===== src/rtl/prog_run_pkg.sv =====
// Shared types and constants for the program loader / run sequencer.
package prog_run_pkg;

    typedef enum logic [2:0] {
        ST_IDLE,
        ST_LOAD,
        ST_HOLD,
        ST_REQ,
        ST_RUN,
        ST_FINISH
    } run_state_t;

    // Cycles the core is held in reset between start and the req pulse.
    localparam int HOLD_CYCLES = 2;

    localparam int D_DEF = 12;
    localparam int W_DEF = 9;
    localparam int C_DEF = 16;

endpackage


===== src/rtl/sat_counter.sv =====
// Up-counter with clear, load-to-one and saturation at MAX.
module sat_counter #(
    parameter int             C   = 16,
    parameter logic [C-1:0]   MAX = {C{1'b1}}
) (
    input  logic         clk,
    input  logic         rst_n,
    input  logic         clr,
    input  logic         load1,
    input  logic         en,
    output logic [C-1:0] cnt,
    output logic         at_max
);

    logic [C-1:0] cnt_q;
    logic [C-1:0] cnt_d;

    assign cnt    = cnt_q;
    assign at_max = (cnt_q == MAX);

    // Next count: clear beats load, load beats increment; never passes MAX.
    always_comb begin
        cnt_d = cnt_q;
        if (clr) begin
            cnt_d = '0;
        end else if (load1) begin
            cnt_d = C'(1);
        end else if (en && !at_max) begin
            cnt_d = cnt_q + C'(1);
        end
    end

    // Count register.
    always_ff @(posedge clk or negedge rst_n) begin
        if (!rst_n) begin
            cnt_q <= '0;
        end else begin
            cnt_q <= cnt_d;
        end
    end

endmodule


===== src/rtl/prog_run_ctrl.sv =====
// Loader and run sequencer: streams words into imem, then runs the core
// and measures cycles from req to done (or timeout).
//
// state     | meaning
// ----------+-----------------------------------------------------------
// ST_IDLE   | core held in reset; waiting for a load or a start
// ST_LOAD   | accepting words into imem, core held in reset
// ST_HOLD   | core held in reset for HOLD_CYCLES before release
// ST_REQ    | core released, one-cycle req pulse, counter loaded with 1
// ST_RUN    | counting cycles until core_done or MAX_CYCLES
// ST_FINISH | result valid; core held in reset; start re-runs, valid reloads
module prog_run_ctrl
    import prog_run_pkg::*;
#(
    parameter int           D          = D_DEF,
    parameter int           W          = W_DEF,
    parameter int           C          = C_DEF,
    parameter logic [C-1:0] MAX_CYCLES = {C{1'b1}}
) (
    input  logic         clk,
    input  logic         reset,
    input  logic         in_valid,
    output logic         in_ready,
    input  logic [W-1:0] in_data,
    input  logic         in_last,
    input  logic         start,
    output logic         imem_wr_en,
    output logic [D-1:0] imem_addr,
    output logic [W-1:0] imem_wr_data,
    output logic         core_reset,
    output logic         core_req,
    input  logic         core_done,
    output logic         busy,
    output logic         done,
    output logic         timeout,
    output logic         overflow,
    output logic [C-1:0] cycle_count
);

    localparam logic [D-1:0] ADDR_LAST = {D{1'b1}};
    localparam logic [1:0]   HOLD_LAST = 2'(HOLD_CYCLES - 1);

    run_state_t   state_q, state_d;
    logic         loaded_q, loaded_d;
    logic         overflow_q, overflow_d;
    logic         timeout_q, timeout_d;
    logic [D-1:0] imem_addr_q, imem_addr_d;
    logic [C-1:0] cycle_count_q, cycle_count_d;
    logic [1:0]   hold_cnt_q, hold_cnt_d;

    logic         cnt_clr, cnt_load1, cnt_en, cnt_at_max;
    logic [C-1:0] cnt;

    sat_counter #(
        .C   (C),
        .MAX (MAX_CYCLES)
    ) u_cycle_cnt (
        .clk    (clk),
        .rst_n  (reset),
        .clr    (cnt_clr),
        .load1  (cnt_load1),
        .en     (cnt_en),
        .cnt    (cnt),
        .at_max (cnt_at_max)
    );

    assign imem_addr   = imem_addr_q;
    assign overflow    = overflow_q;
    assign timeout     = timeout_q;
    assign cycle_count = cycle_count_q;
    assign busy        = (state_q != ST_IDLE) && (state_q != ST_FINISH);
    assign done        = (state_q == ST_FINISH);

    // Next-state logic plus the combinational loader and core-control outputs.
    always_comb begin
        state_d       = state_q;
        loaded_d      = loaded_q;
        overflow_d    = overflow_q;
        timeout_d     = timeout_q;
        imem_addr_d   = imem_addr_q;
        cycle_count_d = cycle_count_q;
        hold_cnt_d    = hold_cnt_q;
        in_ready      = 1'b0;
        imem_wr_en    = 1'b0;
        imem_wr_data  = '0;
        core_reset    = 1'b1;
        core_req      = 1'b0;
        cnt_clr       = 1'b0;
        cnt_load1     = 1'b0;
        cnt_en        = 1'b0;

        case (state_q)
            ST_IDLE, ST_FINISH: begin
                // start wins over a simultaneous in_valid
                if (start && loaded_q) begin
                    state_d    = ST_HOLD;
                    hold_cnt_d = '0;
                end else if (in_valid) begin
                    state_d     = ST_LOAD;
                    imem_addr_d = '0;
                    overflow_d  = 1'b0;
                    loaded_d    = 1'b0;
                end
            end
            ST_LOAD: begin
                in_ready = 1'b1;
                if (in_valid) begin
                    imem_wr_en   = 1'b1;
                    imem_wr_data = in_data;
                    if (imem_addr_q != ADDR_LAST) begin
                        imem_addr_d = imem_addr_q + D'(1);
                    end
                    if (in_last) begin
                        loaded_d = 1'b1;
                        state_d  = ST_IDLE;
                    end else if (imem_addr_q == ADDR_LAST) begin
                        overflow_d = 1'b1;
                        loaded_d   = 1'b0;
                        state_d    = ST_IDLE;
                    end
                end
            end
            ST_HOLD: begin
                cycle_count_d = '0;
                timeout_d     = 1'b0;
                cnt_clr       = 1'b1;
                if (hold_cnt_q == HOLD_LAST) begin
                    state_d = ST_REQ;
                end else begin
                    hold_cnt_d = hold_cnt_q + 2'd1;
                end
            end
            ST_REQ: begin
                core_reset = 1'b0;
                core_req   = 1'b1;
                cnt_load1  = 1'b1;
                state_d    = ST_RUN;
            end
            ST_RUN: begin
                core_reset = 1'b0;
                if (core_done) begin
                    cycle_count_d = cnt;
                    state_d       = ST_FINISH;
                end else if (cnt_at_max) begin
                    cycle_count_d = cnt;
                    timeout_d     = 1'b1;
                    state_d       = ST_FINISH;
                end else begin
                    cnt_en = 1'b1;
                end
            end
            default: begin
                state_d = ST_IDLE;
            end
        endcase
    end

    // State and status registers.
    always_ff @(posedge clk or negedge reset) begin
        if (!reset) begin
            state_q       <= ST_IDLE;
            loaded_q      <= 1'b0;
            overflow_q    <= 1'b0;
            timeout_q     <= 1'b0;
            imem_addr_q   <= '0;
            cycle_count_q <= '0;
            hold_cnt_q    <= '0;
        end else begin
            state_q       <= state_d;
            loaded_q      <= loaded_d;
            overflow_q    <= overflow_d;
            timeout_q     <= timeout_d;
            imem_addr_q   <= imem_addr_d;
            cycle_count_q <= cycle_count_d;
            hold_cnt_q    <= hold_cnt_d;
        end
    end

endmodule


===== config.mk =====
export PLATFORM = sky130hd
export DESIGN_NAME = prog_run_ctrl
export DESIGN_NICKNAME = d
export VERILOG_FILES = /design/src/rtl/prog_run_pkg.sv /design/src/rtl/sat_counter.sv /design/src/rtl/prog_run_ctrl.sv
export SDC_FILE = /design/constraint.sdc
export NUM_CORES = 1
export LEC_CHECK = 0
export CAP_MARGIN = 10
export CELL_PAD_IN_SITES_DETAIL_PLACEMENT = 0
export CELL_PAD_IN_SITES_GLOBAL_PLACEMENT = 1
export CORE_MARGIN = 5
export CORE_UTILIZATION = 39
export DETAILED_ROUTE_END_ITERATION = 16
export PLACE_DENSITY_LB_ADDON = 0.05
export SLEW_MARGIN = 10
export SYNTH_ARGS = -nofsm -noshare
export SYNTH_HDL_FRONTEND = slang
export SYNTH_SLANG_ARGS = --single-unit

===== constraint.sdc =====
create_clock -name clk -period 2.4 [get_ports clk]
set_input_delay 0.6 -clock clk [delete_from_list [all_inputs] [get_ports clk]]
set_output_delay 0.6 -clock clk [all_outputs]
set_load 0.05 [all_outputs]

Word level (Yosys, flattened, before mapping)
Cells that the tools add are included.

storage, ports and cells
  flip-flop bits (word level) = 52
  input bits = 15
  output and inout bits = 45
  word-level logic and storage cells = 101

cells by class
  add/subtract/negate cells = 3
  eq/ne operators = 24
  mux-type cells = 47
  reductions and logical operators = 19

operators by type and width
  operator                                                         count
  16-bit two-way mux                                               5
  12-bit two-way mux                                               4
  16-bit one-hot mux with 2 select lines                           1
  3-bit two-way mux                                                8
  12-bit one-hot mux with 2 select lines                           1
  2-bit inequality test, second input constant                     10
  1-bit two-way mux                                                19
  9-bit two-way mux                                                2
  16-bit by 1-bit adder with 16-bit output, second input constant  1
  16-bit == test, second input constant                            1
  3-bit one-hot mux with 5 select lines                            1
  5-bit AND reduction                                              3
  12-bit by 1-bit adder with 12-bit output, second input constant  1
  12-bit == test, second input constant                            1
  12-bit inequality test, second input constant                    1
  3-bit inequality test, second input constant                     3
  3-bit by 2-bit == test with 1-bit output, second input constant  2
  3-bit == test, second input constant                             2
  1-bit one-hot mux with 2 select lines                            3
  3-bit AND reduction                                              2
  6-bit AND reduction                                              1
  2-bit nonzero test                                               3
  3-bit nonzero test                                               2
  2-bit two-way mux                                                2
  11 further kinds                                                 14

Logic depth before layout (Yosys ltp)
  depth after elaboration = 8
  depth in mapped cells = 8
  mapped depth without buffers = 7

Modules after synthesis
Synthesis repeated with hierarchy kept, for this count alone.

second synthesis, totals
  cell total of the unflattened synthesis = 316
  area total of the unflattened synthesis = 2890.3 sq um

modules (own cells, without submodules)
  module         instances  cells each  area an instance (sq um)  seq. area each (sq um)
  prog_run_ctrl  1          217         1945.6                    900.9
  sat_counter    1          99          944.7                     400.4

Worst setup path before layout
OpenSTA, ideal clock, no wires.

  path type = register to output
  from = reg state_q[1]
  to = out imem_wr_data[3]
  data arrival time = 2.098 ns
  required time = 1.800 ns
  slack = -0.298 ns
  cell stages (with the launch flop) = 6
  buffers on the path = 1
  path through = dfrtp_1 > inv_1 > nand3_1 > inv_1 > clkbuf_1 > and3_1

on the way
  cells in the longest elaborated chain, start to end = 2

ends and longest elaborated chain
  item                                      line                  text
  from (decl)                               prog_run_ctrl.sv:43   run_state_t state_q, state_d;
  from (signal assigned)                    prog_run_ctrl.sv:169  state_q <= state_d;
  3-bit by 1-bit == test with 1-bit output  prog_run_ctrl.sv:92   case (state_q)
  9-bit two-way mux                         prog_run_ctrl.sv:92
  to (decl)                                 prog_run_ctrl.sv:29   output logic [W-1:0] imem_wr_data,

No other way between the ends.

Final worst setup path
  from = reg imem_addr_q[4], in the netlist imem_addr[4]
  to = out imem_addr[4]

RTL lines
  item                    line                  text
  from (decl)             prog_run_ctrl.sv:47   logic [D-1:0] imem_addr_q, imem_addr_d;
  from (signal assigned)  prog_run_ctrl.sv:173  imem_addr_q <= imem_addr_d;
  to (decl)               prog_run_ctrl.sv:28   output logic [D-1:0] imem_addr,

No word-level cell between the ends.

==> run metrics <==
ordered cell list for the critical path clkdlybuf4s50_1; Post-Route Skew 0.00696 ns; number of top-level design ports 60; Final #Nets between 300 and 400; y dimension of the die about 96 um; FILL cells 695; Syn Nets between 300 and 400; unique cell type count in the Yosys netlist 48; share of synthesized registers carrying an async set or reset 1.00; via count of the routed design between 2000 and 2500; number of antenna diodes 0; capturing element type of the critical path output port; slowest stage cell on the critical path clkdlybuf4s50_1; count of buffer and inverter cells on the critical path 1; top_reg_cell synth dfrtp_1; Syn. warnings 0; Reg-to-Reg End cycle_count[8]$_DFFE_PN0P_; Starting Density 0.398; number of max-cap violations 0; f_max about 440 MHz; pin count of the biggest net entering global routing 33; WS Path Type flip-flop to output port; final hold viol count 0; sum of internal, switching and leakage power ~3.7 mW; critical path's largest stage delay 0.86 ns; number of buffers added on ports roughly 60; Power per Cell Area between 900 and 1000 mW/mm^2; Layout Area Growth over Synthesis 35.7%; number of slew-limit violations in the final report 0; Worst EP arrival 1.69 ns; hold buffers post-CTS 0; peak ir drop on the vdd network 840 uV; setup violation total in the final timing report 0; Final Routed Wirelength 7040 um; routed vias/inst 5.34; hold crit path type input port to async pin; relative slew slack 0.657; drt pass-1 iters 4; first-pass GRT wire length 12000 um; Final period util 0.954; Routability Congestion slightly above 0.8; Leak Pwr 1.70 nW; post-route antenna net violation count 0; total DRC errors in the routed layout 0; number of gates given a new drive strength after cts 0; count of mapped cells out of synthesis a little under 300; sum of negative setup slack 0 ns; Post-CTS Setup Repair Bufs 0; Crit Reg-Reg Startpoint u_cycle_cnt.cnt[0]$_DFFE_PN0P_; depth of the CTS H-tree 2; clk slew on worst S/H paths approximately 0.10 ns; share of final-layout standard cells stronger than drive strength 1 0.181; RSZ-0062 raised after global routing false; R2R cell count 7; slew of the pin with the lowest slew margin between 0.5 and 0.6 ns; insertion delay of the later-clocked pin in the worst-skew pair between 0.3 and 0.4 ns; data required time of the critical path 1.80 ns; CTS tree yes; startpoint type of the worst setup path flip-flop; Site Rows 31; number of antenna violations at the first check in global routing 0; area of the die 0.00919 mm^2; Total GRT Usage 0.166; number of enable flip-flop cells after synthesis 0; drt first-iter violations between 100 and 150; Worst path top cell family by delay buffers and inverters; Clock Path Buffers 2; horizontal extent of the die between 90 and 100 um; outcome finished, final reports clean; Detail Placement HPWL around 5200 um; final critical path time including I/O delays and setup approximately 2.3 ns; Placeable Area roughly 0.007 mm^2; critical path fanouts, max 9; CTS buffer count 5; overflow left after global routing 0; wire per inst around 16 um; number of sinks handled by clock tree synthesis 52; synthesized area per cell around 10 um^2; synthesis-stage register bit count 52; vias in the first global route between 2000 and 2500; sequential element share of the synthesized area 0.453; CTS root buffer clkbuf_8; setup slack on the worst flop-to-flop path 0.35 ns; mapped cell area ~0.0029 mm^2
[how the worst max path moves through the flow]
stage                                         from                             end  slack (ns)  cells after the start
after global routing        state_q[1]$_DFFE_PN0P_                      imem_wr_en        0.02                      6
after detailed placement                 core_done  u_cycle_cnt.cnt[7]$_DFFE_PN0P_        0.05                      5
after global placement                   core_done  u_cycle_cnt.cnt[7]$_DFFE_PN0P_        0.06                      5
final                     imem_addr[4]$_DFFE_PN0P_                    imem_addr[4]        0.11                      1
after CTS                   state_q[1]$_DFFE_PN0P_                 imem_wr_data[0]        0.07                      5
after floorplan             state_q[1]$_DFFE_PN0P_                 imem_wr_data[3]       0.005                      5
[layer usage]
| metal | wire (um) | global-route usage | part of all wire |
|---|---|---|---|
| met5 | 0 | 0 | 0 |
| met3 | 423 | 0.0469 | 0.060 |
| met4 | 66 | 0.0462 | 0.0094 |
| met1 | 3370 | 0.233 | 0.48 |
| met2 | 3180 | 0.249 | 0.45 |
[logic make-up (layout without fill, tap and decap cells)]
logic type | after synthesis | after routing | share of synthesized area
xor gates and xnor gates | 14 | 14 | 0.0427
DFF | 52 | 52 | 0.453
muxes | 19 | 19 | 0.0731
and+or+nand+nor | 125 | 125 | 0.238
buffers and inverters | 23 | 87 | 0.0461
adders and majority gates | 4 | 4 | 0.0165
AOI/OAI and AO/OA | 53 | 53 | 0.131
[placed cells by master, fill, tap and decap left out, types with 2 or more instances in the layout]
cell             count
dfrtp_1             52
clkdlybuf4s50_1     43
nand2_1             25
nor2_1              20
and2_1              19
and3_1              16
mux2_2              16
buf_12              16
o21ai_0             15
nand3_1             14
buf_4               12
xnor2_1             11
a21oi_1              9
nand4_1              7
inv_1                6
nor3_1               6
clkbuf_8             5
a31oi_1              4
nor4_1               4
and4_1               3
or3_1                3
a211oi_1             3
mux2i_1              3
o31ai_1              3
a41oi_1              3
o211ai_1             3
xor2_1               3
ha_1                 3
bufinv_16            3
nor2_2               2
a31o_2               2
o2111ai_1            2
[per-stage QoR]
| step | hold slack, ns | utilization | std cells | instance area [um^2] | worst slack (ns) |
|---|---|---|---|---|---|
| 3_3_place_gp | 0.469 | 0.518 | 445 | 3740 | 0.0619 |
| 5_1_grt | 0.286 | 0.540 | 453 | 3900 | 0.0189 |
| 2_1_floorplan | 0.304 | - | 290 | 2880 | 0.00470 |
| 4_1_cts | 0.274 | 0.540 | 453 | 3900 | 0.0679 |
| 6_report | 0.255 | 0.540 | 453 | 3900 | 0.110 |
| 3_5_place_dp | 0.478 | 0.518 | 445 | 3740 | 0.0509 |
[area by class of cell]
cell class              instances  area, um^2  area share
repair buffers                 72         846       0.217
flip-flops and latches         52        1300       0.334
clock buffers                   5        68.8      0.0177
inverters                       7        26.3     0.00674
clock inverters                 3        90.1      0.0231
well taps                      99         124      0.0318
multi-input cells             215        1440       0.370
[flip-flops by register name (all words and copies together) (netlist names)]
register,flops
cycle_count,16
hold_cnt_q,2
imem_addr,12
loaded_q,1
overflow,1
state_q,3
timeout,1
u_cycle_cnt.cnt,16
[Yosys cell counts (all sizes together), types with 2 or more instances]
master	n	area [um^2]
o2111ai	2	17.5
a21oi	9	45.0
o21ai	15	75.1
nor3	6	30.0
xnor2	11	96.3
and2	19	119
a41oi	3	26.3
a31o	2	17.5
buf	8	76.3
a2111oi	2	42.5
clkbuf	8	30.0
mux2i	3	30.0
inv	7	26.3
nand3	14	70.1
nor2	22	85.1
a31oi	4	25.0
dfrtp	52	1300
ha	3	37.5
o31ai	3	22.5
and4	4	36.3
o211ai	3	22.5
a211oi	3	22.5
and3	16	100
xor2	3	26.3
mux2	16	180
nand4	8	56.3
nand2	25	93.8
or3	3	18.8
nor4	4	25.0
nand2b	2	20.0
[where the power goes]
group	internal, mW	switching, mW	leakage (nW)
Sequential	0.992	0.150	0.713
Clock	0.521	0.303	0.0784
Combinational	0.689	1.03	0.907
Power figures use the tool's default switching activity.
